==> config.mk <==
export PLATFORM = sky130hd
export DESIGN_NAME = inst_encoder_flat
export DESIGN_NICKNAME = d
export VERILOG_FILES = /design/src/rtl/inst_encoder_if.sv /design/src/rtl/inst_encoder.sv /design/src/flat_wrapper.sv
export SDC_FILE = /design/constraint.sdc
export NUM_CORES = 1
export LEC_CHECK = 0
export CAP_MARGIN = 20
export CORE_MARGIN = 2
export CORE_UTILIZATION = 40
export DETAILED_ROUTE_END_ITERATION = 10
export GPL_TIMING_DRIVEN = 0
export MAX_ROUTING_LAYER = met4
export SLEW_MARGIN = 20
export SYNTH_ARGS = -nofsm -noshare
export SYNTH_HDL_FRONTEND = slang
export SYNTH_SLANG_ARGS = --single-unit
==> constraint.sdc <==
create_clock -name clk -period 2.8 [get_ports clk]
set_clock_uncertainty 0.15 [all_clocks]
set_input_delay 0.7 -clock clk [delete_from_list [all_inputs] [get_ports clk]]
set_output_delay 0.7 -clock clk [all_outputs]
set_load 0.005 [all_outputs]
==> src/rtl/inst_encoder_if.sv <==
// Request/response bundle for inst_encoder: decoded-field request in, encoded RV32I word out.
// The slave modport is the encoder's view; the master modport is the issuing/consuming side.
interface inst_encoder_if #(
  parameter int DEPTH = 4
);
  localparam int CNT_W = $clog2(DEPTH) + 1;

  logic             in_valid;
  logic             in_ready;
  logic [2:0]       in_fmt;
  logic [6:0]       in_opcode;
  logic [2:0]       in_func3;
  logic [6:0]       in_func7;
  logic [4:0]       in_rd;
  logic [4:0]       in_rs1;
  logic [4:0]       in_rs2;
  logic [31:0]      in_imm;
  logic             out_valid;
  logic             out_ready;
  logic [31:0]      out_inst;
  logic [CNT_W-1:0] count;
  logic             err;

  modport slave (
    input  in_valid, in_fmt, in_opcode, in_func3, in_func7,
    input  in_rd, in_rs1, in_rs2, in_imm, out_ready,
    output in_ready, out_valid, out_inst, count, err
  );

  modport master (
    output in_valid, in_fmt, in_opcode, in_func3, in_func7,
    output in_rd, in_rs1, in_rs2, in_imm, out_ready,
    input  in_ready, out_valid, out_inst, count, err
  );
endinterface

==> src/rtl/inst_encoder.sv <==
// RV32I instruction encoder feeding a DEPTH-entry FIFO (valid/ready on both sides).
// Optional immediate-range checking is enabled by defining INST_ENC_CHECK_EN.
module inst_encoder #(
  parameter int DEPTH = 4
) (
  input  logic          clk,
  input  logic          resetn,
  inst_encoder_if.slave bus
);
  localparam int PTR_W = $clog2(DEPTH);
  localparam int CNT_W = PTR_W + 1;
  localparam logic [31:0]      NOP  = 32'h0000_0013;
  localparam logic [CNT_W-1:0] FULL = CNT_W'(DEPTH);

  function automatic logic [31:0] encode(
    input logic [2:0]  fmt,
    input logic [6:0]  op,
    input logic [2:0]  f3,
    input logic [6:0]  f7,
    input logic [4:0]  rd,
    input logic [4:0]  rs1,
    input logic [4:0]  rs2,
    input logic [31:0] imm
  );
    logic [31:0] w;
    w = NOP;
    case (fmt)
      3'b000: w = {imm[11:0], rs1, f3, rd, op};
      3'b001: w = {imm[11:5], rs2, rs1, f3, imm[4:0], op};
      3'b010: w = {imm[12], imm[10:5], rs2, rs1, f3, imm[4:1], imm[11], op};
      3'b011: w = {imm[31:12], rd, op};
      3'b100: w = {imm[20], imm[10:1], imm[11], imm[19:12], rd, op};
      3'b101: w = {f7, rs2, rs1, f3, rd, op};
      default: w = NOP;
    endcase
    return w;
  endfunction

`ifdef INST_ENC_CHECK_EN
  // Sign-extension checks: the bits above each field must replicate its top bit.
  function automatic logic imm_bad(input logic [2:0] fmt, input logic [31:0] imm);
    logic b;
    b = 1'b0;
    case (fmt)
      3'b000, 3'b001: b = !((&imm[31:11]) || !(|imm[31:11]));
      3'b010:         b = !((&imm[31:12]) || !(|imm[31:12])) || imm[0];
      3'b011:         b = |imm[11:0];
      3'b100:         b = !((&imm[31:20]) || !(|imm[31:20])) || imm[0];
      3'b101:         b = 1'b0;
      default:        b = 1'b1;
    endcase
    return b;
  endfunction
`endif

  logic [31:0]      mem [DEPTH];
  logic [PTR_W-1:0] wr_ptr;
  logic [PTR_W-1:0] rd_ptr;
  logic [CNT_W-1:0] count_q;
  logic [31:0]      inst_p0;
  logic             vld_p0;
  logic             pop;

  assign bus.in_ready  = (count_q != FULL);
  assign bus.out_valid = (count_q != '0);
  assign bus.out_inst  = (count_q != '0) ? mem[rd_ptr] : 32'h0;
  assign bus.count     = count_q;

  assign vld_p0 = bus.in_valid && (count_q != FULL);
  assign pop    = bus.out_ready && (count_q != '0);

  // Stage p0: combinational encode of the presented request
  always_comb begin
    inst_p0 = encode(bus.in_fmt, bus.in_opcode, bus.in_func3, bus.in_func7,
                     bus.in_rd, bus.in_rs1, bus.in_rs2, bus.in_imm);
`ifdef INST_ENC_CHECK_EN
    if (imm_bad(bus.in_fmt, bus.in_imm)) inst_p0 = NOP;
`endif
  end

  // Stage p1: FIFO storage (data only, never reset)
  always_ff @(posedge clk) begin
    if (vld_p0) mem[wr_ptr] <= inst_p0;
  end

  always_ff @(posedge clk or negedge resetn) begin
    if (!resetn) begin
      wr_ptr  <= '0;
      rd_ptr  <= '0;
      count_q <= '0;
    end else begin
      if (vld_p0) wr_ptr <= wr_ptr + PTR_W'(1);
      if (pop)    rd_ptr <= rd_ptr + PTR_W'(1);
      case ({vld_p0, pop})
        2'b10:   count_q <= count_q + CNT_W'(1);
        2'b01:   count_q <= count_q - CNT_W'(1);
        default: count_q <= count_q;
      endcase
    end
  end

`ifdef INST_ENC_CHECK_EN
  logic err_p1;

  always_ff @(posedge clk or negedge resetn) begin
    if (!resetn) err_p1 <= 1'b0;
    else         err_p1 <= vld_p0 && imm_bad(bus.in_fmt, bus.in_imm);
  end

  assign bus.err = err_p1;
`else
  assign bus.err = 1'b0;
`endif
endmodule

==> src/flat_wrapper.sv <==
// flat-port wrapper written by rule: the top's interface ports become plain ports
module inst_encoder_flat 
#(
  parameter int DEPTH = 4
)
  (clk, resetn, bus_in_valid, bus_in_fmt, bus_in_opcode, bus_in_func3, bus_in_func7, bus_in_rd, bus_in_rs1, bus_in_rs2, bus_in_imm, bus_out_ready, bus_in_ready, bus_out_valid, bus_out_inst, bus_count, bus_err);
  inst_encoder_if #(.DEPTH(DEPTH)) bus_i ();
  input  logic clk;
  input  logic resetn;
  input wire logic [$bits(bus_i.in_valid)-1:0] bus_in_valid;
  input wire logic [$bits(bus_i.in_fmt)-1:0] bus_in_fmt;
  input wire logic [$bits(bus_i.in_opcode)-1:0] bus_in_opcode;
  input wire logic [$bits(bus_i.in_func3)-1:0] bus_in_func3;
  input wire logic [$bits(bus_i.in_func7)-1:0] bus_in_func7;
  input wire logic [$bits(bus_i.in_rd)-1:0] bus_in_rd;
  input wire logic [$bits(bus_i.in_rs1)-1:0] bus_in_rs1;
  input wire logic [$bits(bus_i.in_rs2)-1:0] bus_in_rs2;
  input wire logic [$bits(bus_i.in_imm)-1:0] bus_in_imm;
  input wire logic [$bits(bus_i.out_ready)-1:0] bus_out_ready;
  output wire logic [$bits(bus_i.in_ready)-1:0] bus_in_ready;
  output wire logic [$bits(bus_i.out_valid)-1:0] bus_out_valid;
  output wire logic [$bits(bus_i.out_inst)-1:0] bus_out_inst;
  output wire logic [$bits(bus_i.count)-1:0] bus_count;
  output wire logic [$bits(bus_i.err)-1:0] bus_err;
  assign bus_i.in_valid = bus_in_valid;
  assign bus_i.in_fmt = bus_in_fmt;
  assign bus_i.in_opcode = bus_in_opcode;
  assign bus_i.in_func3 = bus_in_func3;
  assign bus_i.in_func7 = bus_in_func7;
  assign bus_i.in_rd = bus_in_rd;
  assign bus_i.in_rs1 = bus_in_rs1;
  assign bus_i.in_rs2 = bus_in_rs2;
  assign bus_i.in_imm = bus_in_imm;
  assign bus_i.out_ready = bus_out_ready;
  assign bus_in_ready = bus_i.in_ready;
  assign bus_out_valid = bus_i.out_valid;
  assign bus_out_inst = bus_i.out_inst;
  assign bus_count = bus_i.count;
  assign bus_err = bus_i.err;
  inst_encoder #(.DEPTH(DEPTH)) u_core (.clk(clk), .resetn(resetn), .bus(bus_i));
endmodule
# After elaboration in Yosys (flattened, before gate mapping)
# Memories as Yosys holds them, arrays and structs flattened.
# Cells that the tools add are included.
dict set report totals {
  reg_bits 7
  ram_bits 128
  input_bits 71
  out_inout_bits 38
  mem_count 1
}
# name words word_bits read_ports rd_clocked_by_memory_dff write_ports line
set mem_list {}
lappend mem_list {u_core.mem 4 32 1 0 1 inst_encoder.sv:56} ;# logic [31:0] mem [DEPTH];
dict set report classes {
  n_addsub 4
  n_eq_ne 8
  mux 5
  n_reduce_logical 5
}
# op n
set ops {}
lappend ops {{$pmux W32 S6} 1}
lappend ops {{$mux W32} 1}
lappend ops {{$eq A3 B2 Y1 const B} 2}
lappend ops {{$eq A3 B3 Y1 const B} 2}
lappend ops {{$pmux W3 S2} 1}
lappend ops {{$add A2 B1 Y2 const B} 2}
lappend ops {{$add A3 B1 Y3 const B} 1}
lappend ops {{$eq A3 B1 Y1 const B} 1}
lappend ops {{$logic_not A3 Y1} 1}
lappend ops {{$ne A3 B3 Y1 const B} 1}
lappend ops {{$reduce_bool A3 Y1} 1}
lappend ops {{$sub A3 B1 Y3 const B} 1}
lappend ops {{$eq A2 B1 Y1 const B} 1}
lappend ops {{$eq A2 B2 Y1 const B} 1}
lappend ops {{$logic_and A1 B1 Y1} 2}
lappend ops {{$mux W1} 2}
lappend ops {{$reduce_bool A2 Y1} 1}

# Longest topological paths before layout
# Gate-level depths: netlist of the first run.
dict set report depth {
  word_depth 4
  depth_mapped 9
  ltp_nobuf 9
}

# Worst setup path before layout of the first run
# No wires, ideal clock.
dict set report synth_timing {
  kind {register to register}
  from {reg u_core.count_q[0] (netlist: u_core.bus.count[0])}
  to {reg u_core.count_q[2] (netlist: u_core.bus.count[2])}
  setup_time_ns 0.079
  arrival_time_ns 2.016
  path_slack_ns 0.555
  stages_incl_launch_ff 10
  n_path_buf 0
  synth_period_minus_slack_ns 2.245
  path_cell_list {dfrtp_1 > or3b_4 > and2_4 > inv_1 > ha_1 > inv_1 > fa_1 > xor2_1 > nor2_1 > xor2_1}
}
dict set report synth_between {
  elab_chain_len 4
  word_cells_on_any_way 10
  classes_between {add/sub (2); eq/ne (3); mux (1); reduce/logical (4)}
}
# element line
set synth_lines {}
lappend synth_lines {{start: declaration} inst_encoder.sv:59} ;# logic [CNT_W-1:0] count_q;
lappend synth_lines {{start signal: assignment} inst_encoder.sv:95} ;# 2'b10: count_q <= count_q + CNT_W'(1);
lappend synth_lines {{start signal: assignment} inst_encoder.sv:96} ;# 2'b01: count_q <= count_q - CNT_W'(1);
lappend synth_lines {{start signal: assignment} inst_encoder.sv:97} ;# default: count_q <= count_q;
lappend synth_lines {{$ne A3 B3 Y1 (*)} --}
lappend synth_lines {{net bus_in_ready} flat_wrapper.sv:20} ;# output wire logic [$bits(bus_i.in_ready)-1:0] bus_in_ready;
lappend synth_lines {{$logic_and A1 B1 Y1 (*)} inst_encoder.sv:69} ;# assign vld_p0 = bus.in_valid && (count_q != FULL);
lappend synth_lines {{$eq A2 B1 Y1 / $eq A2 B2 Y1 (equally long branches)} inst_encoder.sv:94} ;# case ({vld_p0, pop})
lappend synth_lines {{$pmux W3 S2 / $reduce_bool A2 Y1 (equally long branches)} --}
# The timed path passes the listed nets; every way through them passes the cells marked *.
# A chain may end at the register's enable or synchronous reset.

# Final worst setup path of the first run
dict set report layout_timing {
  from {reg u_core.rd_ptr[0]}
  to {out bus_out_inst[24]}
}
dict set report layout_between {
  elab_chain_len 2
}
# element line
set layout_lines {}
lappend layout_lines {{start: declaration} inst_encoder.sv:58} ;# logic [PTR_W-1:0] rd_ptr;
lappend layout_lines {{start signal: assignment} inst_encoder.sv:93} ;# if (pop) rd_ptr <= rd_ptr + PTR_W'(1);
lappend layout_lines {{$mem_v2 Z4 W32} --}
lappend layout_lines {{$mux W32} inst_encoder.sv:66} ;# assign bus.out_inst = (count_q != '0) ? mem[rd_ptr] : 32'h0;
lappend layout_lines {{end: declaration} flat_wrapper.sv:22} ;# output wire logic [$bits(bus_i.out_inst)-1:0] bus_out_inst;
# Every way passes these cells.

==> flow_summary.ini, run 1 <==
[cts]
clock_path_buffers = 2
numCtsBuffers = 17
cts_htree_levels = 4
clock_latency_ns = 0.41
cts-root-buf = clkbuf_16
cts_tree = built
cts_sinks = 135
clk_pin_slew_ns = 0.06

[grt]
grt_first_pass_wirelength_mm = 22.7
grt_max_degree = 33
track_usage = 0.196
antenna_found_initial = 0
overflow = 0
grt_pass1_vias = 4039

[worst_setup_path]
crit_chain = buf_12 > buf_12 > buf_12 > mux4_2 > and2_4 > buf_6
r2r_cells = 10
required_ns = 1.95
path_delay_family = buffers and inverters
path_max_fanout = 7
max_stage_delay_ns = 0.49
end_kind = output pin
reg2reg_slack_ns = 0.39
worstSetupPathType = reg2out
worst_path_max_delay_cell = mux4_2
cp_num_cells = 6
r2r_end = u_core.bus.count[2]
cp-endpoint = bus_out_inst[24]
worstSetupStartpoint = u_core.rd_ptr[0]
path_buf_inv = 4
crit_arrival_ns = 1.95
r2r_start = u_core.bus.count[1]
cpMostUsedCell = buf_12
startpoint_type = register

[route]
routed_wl_mm = 14.6
wl_per_cell_um = 21.0
drcViolationCount = 0
drt_iter0_markers = 275
antenna_left = 0
via_per_inst = 5.45
firstDrtPassIters = 5
vias = 3801

[sta]
slew_violations = 0
holdWs_ns = 0.368
rsz0062_at_grt = yes
setup-violations-final = 0
final.setup.worst_slack_ns = 0.00453
period_share = 0.998
fin_crit_ns = 2.80
max-slew-margin-rel = 0.377
fin_setup_tns_ns = 0
fmax_mhz = 358
worst_pin_slew_ns = 0.935
hold_viol_final = 0

[synth]
seq_area_frac_synth = 0.664
synth_nets = 435
synth_edf_count = 128
synth_area_leader_cell = edfxtp_1
yosys.area.top_type_share = 0.635
synth.cell_area_um2 = 6050
synth-async-reset-ratio = 0.0519
synth-warning-count = 0
ys_ff_latch = 135
synth_ff_type = edfxtp_1
synth.avg_cell_area_um2 = 16.9
ys_top_cells_by_area = edfxtp_1, mux4_2, and2_1, dfrtp_1, mux2i_1
ys_types = 38
synthCells = 358

[placement]
gp_congestion = 0.866
portBuffers = 105
place_inst = 647
hpwl_mm = 9.46
dp_slack_ns = -0.188

[pwr]
totalPowerFinal_mw = 8.66
ir_drop_uv = 391
power.density_nw_per_um2 = 1050
p_leak_nw = 2.99

[floorplan]
dieArea_um2 = 16100
rows = 44
dieHeight_um = 127
die_x_um = 127
core_area_um2 = 14600
initial_core_util = 0.413
io_pins = 109

[final_layout]
diodes = 0
nFillCells = 1184
instances_no_fill = 697
drive_gt1_frac = 0.329
syn2layout_area_growth_pct = 36.5
finalNetCount = 577

[flow_run]
drv_cap = 0

[hold_path]
worstHoldStart = u_core.bus.count[2]
worstHoldPathType = reg2reg

[run_status]
status = finished clean
-- synthesized netlist by cell type, types with 4 or more instances --
library cell / number
a21oi_1: 18
a221oi_1: 12
a22o_1: 5
a22oi_1: 12
and2_1: 38
and3_2: 4
buf_2: 11
clkbuf_1: 12
dfrtp_1: 7
edfxtp_1: 128
ha_1: 5
inv_1: 9
mux2i_1: 12
mux4_2: 32
nand2_1: 9
o21ai_0: 7
o22ai_1: 6
-- area by class of cell --
type	count	area, um^2	area share
clock inverter	15	178	0.0215
multi-input combinational	186	1890	0.229
timing repair buffer	125	1280	0.155
inverter	9	33.8	0.00409
buffer	26	205	0.0248
tap	184	230	0.0279
clock buffer	17	425	0.0515
sequential	135	4020	0.486
-- sequential cells by signal, indices dropped and copies added (netlist names) --
register,count
u_core.wr_ptr,2
u_core.rd_ptr,2
u_core.bus.count,3
u_core.mem,128
-- power by group --
part	leakage, nW	switching [mW]	internal (mW)
clock	0.282	0.843	1.40
combinational	1.45	1.39	2.16
sequential	1.26	0.133	2.72
total	2.99	2.37	6.29
-- worst min-delay path by stage --
stage	end	slack, ns	cells after the start
4_1_cts	u_core.bus.count[2]	0.36	1
3_5_place_dp	u_core.bus.count[2]	0.35	1
2_1_floorplan	u_core.bus.count[0]	0.25	0
5_1_grt	u_core.bus.count[2]	0.42	1
6_report	u_core.bus.count[2]	0.37	1
3_3_place_gp	u_core.bus.count[2]	0.34	1
-- layer usage --
layer  vias to the layer above  wire [um]  GRT usage
met5                         -          0          -
met4                         0        159     0.0582
met3                        17        824     0.0431
met2                       157       6980      0.297
met1                      1922       6670      0.268
li1                       1705          -          -
-- metrics by stage --
step                instance area [um^2]  utilization
global route                        8260        0.564
finish                              8260        0.564
detailed placement                  7330        0.501
floorplan                           6050            -
CTS                                 8230        0.562
global placement                    7330        0.501
-- repair_timing --
action | CTS | global route
resized for setup | 172 | 26
hold buffers | 0 | 0
endpoints found under the setup margin | 33 | 28
endpoints found under the hold margin | 0 | 0
cloned | 3 | 0
pin swaps | 29 | 4
setup buffers | 17 | 2
-- cell usage in the layout (no fill, tap or decap), drive strengths merged, types with 2 or more instances in the layout --
| cell type | instances |
|---|---|
| edfxtp | 128 |
| clkdlybuf4s50 | 73 |
| buf | 65 |
| and2 | 39 |
| mux4 | 32 |
| clkbuf | 30 |
| a21oi | 18 |
| mux2i | 12 |
| a22oi | 12 |
| a221oi | 12 |
| inv | 12 |
| nand2 | 9 |
| o21ai | 7 |
| dfrtp | 7 |
| o22ai | 6 |
| a22o | 5 |
| ha | 5 |
| clkinvlp | 5 |
| and3 | 4 |
| clkinv | 4 |
| nand2b | 3 |
| xor2 | 3 |
| xnor2 | 3 |
| bufinv | 3 |
| nor2b | 2 |
| a31oi | 2 |
| mux2 | 2 |
-- cells by family after synthesis --
group	count (synthesis)	synth area share
DFF	135	0.664
AOI/OAI and AO/OA	65	0.0726
and+or+nand+nor	62	0.0620
muxes	46	0.143
buffers and inverters	37	0.0351
adders and majority gates	6	0.0136
xor gates and xnor gates	6	0.00868
other	1	0.000620
No activity file was read; power rests on OpenSTA's default activity.
==> run 2, diff against run 1 <==
CTS_CLUSTER_DIAMETER = 100   (was unset)
clock period = 2.7 ns   (was 2.8 ns; I/O delays follow)
==> run 2 against run 1 <==
The run now ends with setup timing left. Die area stayed put. Via count shrank 0.32%. Setup slack lost 0.069 ns. Non-clock buffer count rose by 1. Power increased by 5.3%. Final cell count increased by 0.14%. Critical endpoint is now bus_out_inst[20]. Sequential share of layout area shrank 0.39 points. Core utilization up 0.46 points. Global-route usage rose by 0.066 points. Wire length is 0.10% lower.
==> flow_summary.ini, run 2 (synthesis results as in run 1) <==
[pwr]
combPwrFrac = 0.421
p_leak_nw = 3.02
internal_power_mw = 6.64
power.density_nw_per_um2 = 1090
switching_share = 0.271
pwr-share-clk = 0.255
seqPwrFrac = 0.324
ir_drop_uv = 419
switchingPower_mw = 2.47

[final_layout]
syn2layout_area_growth_pct = 37.6
finalNetCount = 578
final_common_cell = edfxtp_1
diodes = 0
final_cell_mix = edfxtp_1, clkdlybuf4s50_1, buf_6
drive_gt1_frac = 0.335
regMostFlops = u_core.mem
largest_register_ffs = 128

[worst_setup_path]
required_ns = 1.88
path_buf_inv = 4
worstSetupPathType = reg2out
worst_path_max_delay_cell = mux4_2
path_delay_family = buffers and inverters
end_kind = output pin
startpoint_type = register
max_stage_delay_ns = 0.50
crit_chain = buf_12 > buf_12 > buf_8 > mux4_2 > and2_4 > buf_6
cpMostUsedCell = buf_12
path_max_fanout = 7
crit_arrival_ns = 1.94

[sta]
worst_pin_slew_ns = 0.962
slew_violations = 0
fin_crit_ns = 2.76
hold_viol_final = 0
holdWs_ns = 0.383
setup-violations-final = 17
period_share = 1.02
fmax_mhz = 362
rsz0062_at_grt = yes
fin_setup_tns_ns = -0.657
final.setup.worst_slack_ns = -0.0645
max-slew-margin-rel = 0.359

[cts]
numCtsBuffers = 17
clock_latency_ns = 0.40
clock_path_buffers = 2
clk_pin_slew_ns = 0.06
cts_sinks = 135
cts-root-buf = clkbuf_16
cts_htree_levels = 4
cts_tree = built

[run_status]
status = complete, but fails checks
violations = setup timing

[route]
via_per_inst = 5.43
drt_iter0_markers = 260
vias = 3789
routed_wl_mm = 14.6
firstDrtPassIters = 4
drcViolationCount = 0
wl_per_cell_um = 21.0
antenna_left = 0

[floorplan]
dieHeight_um = 127
core_area_um2 = 14600
initial_core_util = 0.413
rows = 44
dieArea_um2 = 16100
die_x_um = 127
io_pins = 109

[grt]
grt_first_pass_wirelength_mm = 22.8
antenna_found_initial = 0
track_usage = 0.196
overflow = 0
grt_max_degree = 33
grt_pass1_vias = 4051

[flow_run]
drv_cap = 0

[placement]
hpwl_mm = 9.46
gp_congestion = 0.866
portBuffers = 105

[hold_path]
worstHoldPathType = in2async
==> run 2: cell type report <==
cell class,instances,area (um^2)
Multi-Input combinational cell,186,1890
Clock inverter,15,178
Tap cell,184,230
Inverter,9,33.8
Buffer,26,216
Fill cell,1173,6310
Timing Repair Buffer,126,1330
Sequential cell,135,4020
Clock buffer,17,425
==> run 2: timing repair <==
item / CTS / global route
hold buffers: 0 / 0
pin swaps: 31 / 2
cloned: 3 / 0
gates resized for setup: 192 / 18
setup endpoints to repair: 33 / 33
buffers inserted: 20 / 0
==> run 2: worst reg2reg max path, stage by stage (launching register included) <==
cell	delay, ns
dfrtp_1	0.38
buf_4	0.14
or3b_4	0.40
and2_4	0.19
inv_1	0.05
ha_1	0.17
inv_1	0.06
fa_1	0.37
xor2_1	0.15
nor2_1	0.13
xor2_1	0.17
==> run 2: power by group through the flow <==
stage	Sequential, mW	Clock (mW)	Combinational, mW
after CTS	2.96	2.35	3.77
final	2.95	2.33	3.84
after detailed placement	2.99	0	3.07
after floorplan	2.94	0	1.69
after global routing	2.99	2.46	4.13
after global placement	2.96	0	3.04
==> run 2: path summary, 6_finish.rpt <==
| check | from | end | slack, ns | depth (start not counted) |
|---|---|---|---|---|
| max in group asynchronous | resetn | u_core.rd_ptr[1] | 1.77 | 1 |
| worst max-delay path | u_core.rd_ptr[0] | bus_out_inst[20] | -0.06 | 6 |
| worst min-delay path | resetn | u_core.bus.count[0] | 0.38 | 1 |
| worst max register to register | u_core.bus.count[1] | u_core.bus.count[2] | 0.27 | 10 |
| min in group clk | u_core.bus.count[2] | u_core.bus.count[2] | 0.43 | 2 |
| worst min register to register | u_core.bus.count[2] | u_core.bus.count[2] | 0.43 | 2 |
==> run 2: stage by stage <==
| stage | power, mW | setup slack [ns] | std cells | util | area [um^2] |
|---|---|---|---|---|---|
| after floorplan | 4.63 | 0.455 | 358 | - | 6050 |
| after global placement | 6.00 | -0.208 | 647 | 0.501 | 7330 |
| after detailed placement | 6.06 | -0.263 | 647 | 0.501 | 7330 |
| after CTS | 9.08 | -0.0960 | 700 | 0.567 | 8300 |
| after global routing | 9.59 | -0.135 | 698 | 0.569 | 8330 |
| final | 9.12 | -0.0645 | 698 | 0.569 | 8330 |
==> run 2: layer usage <==
metal | wire length [um] | track usage
met4 | 155 | 0.0588
met2 | 6950 | 0.299
met1 | 6670 | 0.268
met3 | 848 | 0.0427
met5 | 0 | -
